<file path="config.mk">
export PLATFORM = sky130hd
export DESIGN_NAME = led_palette_sequencer
export DESIGN_NICKNAME = d
export VERILOG_FILES = /design/src/rtl/led_palette_sequencer.sv
export SDC_FILE = /design/constraint.sdc
export NUM_CORES = 1
export LEC_CHECK = 0
export ABC_AREA = 1
export BUFFER_PORTS_ARGS = -buffer_cell sky130_fd_sc_hd__buf_4
export CORE_UTILIZATION = 34
export CTS_BUF_LIST = sky130_fd_sc_hd__clkbuf_2
export CTS_CLUSTER_DIAMETER = 80
export DETAILED_ROUTE_END_ITERATION = 8
export SYNTH_ARGS = -nofsm -noshare
export SYNTH_HDL_FRONTEND = slang
export SYNTH_SLANG_ARGS = --single-unit
export TNS_END_PERCENT = 10
</file>
<file path="constraint.sdc">
create_clock -name i_clk -period 2.1 [get_ports i_clk]
set_input_delay 0.525 -clock i_clk [delete_from_list [all_inputs] [get_ports i_clk]]
set_output_delay 0.525 -clock i_clk [all_outputs]
set_load 0.01 [all_outputs]
</file>
<file path="src/rtl/led_palette_sequencer.sv">
// Per-channel RGB palette generator: staggered triangle pulse, blink, solid and triggered fade.
// Optional gamma correction on pulse/fade outputs when LED_PALETTE_SEQUENCER_GAMMA_EN is defined.
module led_palette_sequencer #(
  parameter int parm_channel_count          = 4,
  parameter int parm_pulse_width            = 6,
  parameter int parm_FCLK                   = 40_000_000,
  parameter int parm_adjustments_per_second = 128
) (
  input  logic                              i_clk,
  input  logic                              i_arst_n,
  input  logic [3*parm_channel_count-1:0]   i_channel_mode,
  input  logic [3*parm_channel_count-1:0]   i_channel_rgb_en,
  input  logic [parm_channel_count-1:0]     i_trigger,
  input  logic                              i_freeze,
  output logic [8*parm_channel_count-1:0]   o_red_value,
  output logic [8*parm_channel_count-1:0]   o_green_value,
  output logic [8*parm_channel_count-1:0]   o_blue_value,
  output logic                              o_tick
);

  localparam int N  = parm_channel_count;
  localparam int W  = parm_pulse_width;
  localparam int D  = parm_FCLK / parm_adjustments_per_second;
  localparam int CW = $clog2(D);
  localparam logic [W-1:0]  MAX  = '1;
  localparam logic [W-1:0]  MIN  = W'(1);
  localparam logic [CW-1:0] LAST = CW'(D - 1);
  localparam logic [CW-1:0] CNT1 = CW'(1);

  // Spread the reset levels evenly from MIN to MAX so channels start phase-staggered.
  function automatic logic [W-1:0] init_level(input int k);
    if (N == 1) return MAX;
    return W'(1 + (k * ((2 ** W) - 2)) / ((N > 1) ? (N - 1) : 1));
  endfunction

  function automatic logic [7:0] expand(input logic [W-1:0] v);
    logic [7:0] r;
    r = '1;
    r[7 -: W] = v;
    return r;
  endfunction

  function automatic logic [7:0] correct(input logic [7:0] x);
`ifdef LED_PALETTE_SEQUENCER_GAMMA_EN
    logic [15:0] p;
    p = {8'd0, x} * ({8'd0, x} + 16'd1);
    return p[15:8];
`else
    return x;
`endif
  endfunction

  logic [CW-1:0]    div_cnt;
  logic [W-1:0]     level [N];
  logic [W-1:0]     fade  [N];
  logic [N-1:0]     dir;
  logic             step_en;
  logic [8*N-1:0]   red_d, green_d, blue_d;
  logic [7:0]       val;

  assign o_tick  = (div_cnt == LAST);
  assign step_en = o_tick && !i_freeze;

  always_ff @(posedge i_clk or negedge i_arst_n) begin
    if (!i_arst_n) begin
      div_cnt <= '0;
    end else begin
      div_cnt <= o_tick ? '0 : div_cnt + CNT1;
    end
  end

  always_ff @(posedge i_clk or negedge i_arst_n) begin
    if (!i_arst_n) begin
      dir <= '0;
      for (int k = 0; k < N; k++) begin
        level[k] <= init_level(k);
        fade[k]  <= MIN;
      end
    end else begin
      for (int k = 0; k < N; k++) begin
        // A trigger wins over a same-cycle tick and is honoured while frozen.
        if (i_trigger[k]) begin
          fade[k] <= MAX;
        end else if (step_en && fade[k] != MIN) begin
          fade[k] <= fade[k] - MIN;
        end
        // Turning around at an extreme holds the level, giving a two-tick dwell.
        if (step_en) begin
          if (dir[k]) begin
            if (level[k] == MAX) dir[k] <= 1'b0;
            else                 level[k] <= level[k] + MIN;
          end else begin
            if (level[k] == MIN) dir[k] <= 1'b1;
            else                 level[k] <= level[k] - MIN;
          end
        end
      end
    end
  end

  always_comb begin
    red_d   = '0;
    green_d = '0;
    blue_d  = '0;
    val     = '0;
    for (int k = 0; k < N; k++) begin
      case (i_channel_mode[3*k +: 3])
        3'd1:    val = 8'hFF;
        3'd2:    val = correct(expand(level[k]));
        3'd3:    val = dir[k] ? 8'hFF : 8'h00;
        3'd4:    val = (fade[k] == MIN) ? 8'h00 : correct(expand(fade[k]));
        default: val = 8'h00;
      endcase
      red_d[8*k +: 8]   = i_channel_rgb_en[3*k+2] ? val : 8'h00;
      green_d[8*k +: 8] = i_channel_rgb_en[3*k+1] ? val : 8'h00;
      blue_d[8*k +: 8]  = i_channel_rgb_en[3*k]   ? val : 8'h00;
    end
  end

  always_ff @(posedge i_clk or negedge i_arst_n) begin
    if (!i_arst_n) begin
      o_red_value   <= '0;
      o_green_value <= '0;
      o_blue_value  <= '0;
    end else begin
      o_red_value   <= red_d;
      o_green_value <= green_d;
      o_blue_value  <= blue_d;
    end
  end

endmodule

</file>
# Word level (Yosys, flattened, before mapping)
# Cells that the tools add are included.
[totals]
reg_bits = 167
latch_bits = 0
mem_bits_rw = 0
rom_bits = 0
out_inout_bits = 97
wordCells = 138
memories = 0
[op_classes]
add_sub_neg = 13
mul = 0
div_mod_pow = 0
order_cmp = 0
eq_ne = 41
shift = 0
mux = 57
bitwise = 0
reduce_logical = 14
[op_table]
columns = ["operator", "count"]
rows = [
  ["2-to-1 mux 8 bit", 20],
  ["one-hot mux 8 bit (4 select lines)", 4],
  ["2-to-1 mux 6 bit", 20],
  ["equality test 6 x 1 -> 1 bit, second input constant", 8],
  ["subtractor 6 x 1 -> 6 bit, second input constant", 8],
  ["adder 6 x 1 -> 6 bit, second input constant", 4],
  ["equality test 3 x 2 -> 1 bit, second input constant", 8],
  ["equality test 6 bit, second input constant", 4],
  ["!= test 6 x 1 -> 1 bit, second input constant", 4],
  ["adder 19 x 1 -> 19 bit, second input constant", 1],
  ["equality test 19 bit, second input constant", 1],
  ["2-to-1 mux 19 bit", 1],
  ["!= test 2 bit, second input constant", 8],
  ["equality test 3 x 1 -> 1 bit, second input constant", 4],
  ["equality test 3 bit, second input constant", 4],
  ["2-to-1 mux 1 bit", 12],
  ["AND reduction 3 bit", 4],
  ["nonzero test 2 bit", 4],
  ["logical AND 1 bit", 5],
  ["logical NOT 1 bit", 1],
]

# Longest topological paths before layout
[depth]
ltp_word = 5
ltp_mapped = 11
mapped_depth_nobuf = 11

# Least setup slack after synthesis
# No wires, ideal clock.
[synth_path]
kind = "register to output"
startpoint = "reg div_cnt[0]"
endpoint = "out o_tick"
t_arrival_ps = 1305
t_required_ps = 1575
slack_ps = 270
stages_incl_launch_ff = 6
path_buffers = 0
cell_sequence = "dfrtp_1 ha_1 nand2_1 inv_1 nand2_1 nor4_1"
[synth_between]
elab_chain_len = 1
[synth_rtl]
columns = ["item", "line", "source"]
rows = [
  ["from (decl)", "53", "logic [CW-1:0] div_cnt;"],
  ["from (signal assigned)", "68", "div_cnt <= o_tick ? '0 : div_cnt + CNT1;"],
  ["equality test 19 bit", "61", "assign o_tick = (div_cnt == LAST);"],
  ["to (decl)", "18", "output logic o_tick"],
]
# Every way passes these cells.

# Final worst setup path
[layout_path]
startpoint = "reg div_cnt[14]"
endpoint = "out o_tick"
# The elaborated chain is that of the path after synthesis.

==> results.py <==
metrics = {
    "power_and_ir_drop": {
        "cellPowerDensity_nw_per_um2": 574,
        "p_total_mw": 5.70,
        "peakVddDrop_v": 0.000426,
        "power_leakage_nw": 5.38,
    },
    "global_route": {
        "antenna_found_initial": 1,
        "grt_pass1_vias": 6541,
        "overflow": 0,
        "grt_first_pass_wirelength_mm": 31.2,
        "grt_max_degree": 49,
        "track_usage_pct": 15.7,
    },
    "layout": {
        "instances_no_fill": 1517,
        "layout_common_cells": "288 x nand2_1, 151 x nor2_1, 149 x buf_4",
        "drive_gt1_share_pct": 20.9,
        "design_area_sq_um": 9920,
        "nNetsFinal": 1236,
        "final_common_cell": "nand2_1",
        "area_delta_synth_final_pct": 20.5,
    },
    "cts": {
        "clk_pin_slew_worst_paths_ns": 0.26,
        "cts_tree": "built",
        "clk_path_buf_depth": 2,
        "clockRootBuffer": "clkbuf_2",
        "cts.sinks": 155,
        "htreeDepth": 4,
        "clkLatencyLatePin_ns": 0.74,
        "cts_buffers": 17,
    },
    "synth": {
        "ys_warn_count": 0,
        "yosysUniqueCellTypes": 38,
        "muxShareOfSynthArea_pct": 0,
        "netlist_area_sq_um": 8240,
        "synth_seq_cells": 155,
        "synthAdderAreaFrac_pct": 3.19,
        "synth-compound-area-share_pct": 4.31,
        "avgSynthCellArea_sq_um": 7.94,
        "synth.net_count": 1090,
        "synthCells": 1038,
        "synth_top_family_by_area": "simple AND/OR/NAND/NOR gates",
        "synthSimpleGateAreaFrac_pct": 33.8,
        "ys_seq_area_share_pct": 47.3,
        "synthXorXnorAreaFrac_pct": 2.66,
    },
    "route": {
        "drt_iter0_drc": 326,
        "first_pass_iters": 5,
        "vias": 6848,
        "routed_wl_mm": 18.4,
        "via_per_inst": 4.51,
        "wl_per_cell_um": 12.1,
        "drc": 0,
        "ant_nets": 0,
    },
    "run_status": {
        "violations": "setup timing",
        "status": "finished, violations left",
    },
    "sta": {
        "period_needed_ns": 2.40,
        "hold_viol": 0,
        "slew_headroom_pct": 54.4,
        "fin_crit_sh_pct": 114,
        "holdWs_ns": 0.0822,
        "skew_ns": 0.0345,
        "drv_slew": 0,
        "finalSetupTns_ns": -0.297,
        "finalSetupViolCount": 1,
        "fmax_mhz": 417,
        "rsz0062_at_grt": "true",
        "worstMarginPinSlew_ns": 0.679,
        "layout_setup_ws_ns": -0.297,
    },
    "critical_path": {
        "cp_common_cell": "nand2_2",
        "end_kind": "output pin",
        "critical_path_peak_fanout": 2,
        "crit_family": "simple AND/OR/NAND/NOR gates",
        "worstPathRequired_ns": 1.57,
        "slowest_stage": "dfrtp_1",
        "crit_buf_inv": 1,
        "worstSetupPathType": "flop to output pin",
        "critPathLaunchType": "flop",
        "cp.arrival_ns": 1.87,
        "path_cells": "nand2_2 > nor2_2 > nand2_2 > nor4_4 > buf_4",
        "crit_path_max_incr_delay_ns": 0.44,
    },
    "floorplanning": {
        "start_util_pct": 34.9,
        "die_area_sq_um": 24900,
        "boundaryPins": 128,
        "die_h_um": 158,
        "fp.coreArea_sq_um": 23600,
        "rows": 56,
        "die_x_um": 158,
    },
    "placed_design": {
        "post-place-cells": 1466,
        "port-buffer-count": 127,
        "dp_hpwl_mm": 13.5,
        "post_dp_cell_area_sq_um": 9500,
        "gp_congestion": 0.825,
    },
    "min_path": {
        "hold_class": "primary input to flop",
    },
    "flow_run": {
        "drv_cap": 0,
    },
}
## kinds of logic after synthesis
| group | Yosys count |
|---|---|
| compound gates | 58 |
| xor+xnor | 25 |
| flops | 155 |
| fa+ha+maj | 21 |
| simple gates | 613 |
| buf+inv | 166 |
## flip-flops by register name, indices dropped and copies added, names as in the netlist
register and cells:
o_blue_value 28, o_green_value 28, o_red_value 28, fade 24
level 24, div_cnt 19, dir 4
## worst min-delay path, delay by kind of cell
kind	cells	cell delay (ns)
buf+inv	1	0.09
simple gates	2	0.11
compound gates	2	0.09
## power breakdown
group	switching (mW)	internal [mW]	total [mW]
sequential	0.102	3.14	3.24
clock	1.20	0.478	1.67
combinational	0.461	0.321	0.782
## stage by stage
step	setup slack (ns)	util, %
floorplan	0.270	-
detailed placement	0.156	40.2
global placement	0.140	40.2
finish	-0.297	42.0
CTS	-0.369	42.0
global route	-0.482	42.0
## timing repair
action,4_1_cts,5_1_grt
pin swaps,4,1
endpoints found under the hold margin,101,0
setup buffers,13,1
hold buffers,4,0
endpoints found under the setup margin,1,1
gates resized for setup,7,1
## cells in the mapped netlist (all sizes together)
library cell | n | share of area, %
o21ai | 29 | 1.8
ha | 21 | 3.2
or2 | 1 | 0.076
nand3 | 108 | 7.0
inv | 135 | 6.2
a21oi | 12 | 0.73
dfstp | 17 | 5.4
nor2 | 163 | 8.8
nand3b | 2 | 0.18
xor2 | 14 | 1.5
nor3 | 18 | 1.2
clkinv | 2 | 0.11
nand2 | 299 | 14
a211oi | 15 | 1.6
nand4 | 20 | 2.2
clkbuf | 3 | 0.14
nor3b | 1 | 0.091
o211ai | 2 | 0.18
dfrtp | 138 | 42
buf | 26 | 2.3
xnor2 | 11 | 1.2
nor4 | 1 | 0.076
## routing by layer
metal	track usage, %	up-vias	wire, um
met5	0	-	0
met2	26.4	126	8820
met4	3.74	0	202
met3	3.91	12	845
met1	20.1	3164	8480
li1	-	3546	-
## path summary, 6_finish.rpt
path | endpoint | from | depth (start not counted) | slack, ns
min in group asynchronous | o_green_value[12] | i_arst_n | 2 | 0.20
max | o_tick | div_cnt[14] | 5 | -0.30
max reg2reg | level[10] | level[7] | 9 | 0.37
min reg2reg | level[1] | level[1] | 2 | 0.52
min | fade[8] | i_trigger[2] | 5 | 0.08
max in group asynchronous | level[5] | i_arst_n | 3 | 1.18
## layout make-up
cell class,instances,area [sq um]
fillers,2374,13700
flip-flops and latches,155,3900
multi-input cells,717,3650
repair buffers,156,1210
inverters,137,515
well taps,319,399
clock inverters,15,159
clock buffers,17,85.1
diodes,1,2.50
(Power assumes the default switching activity.)
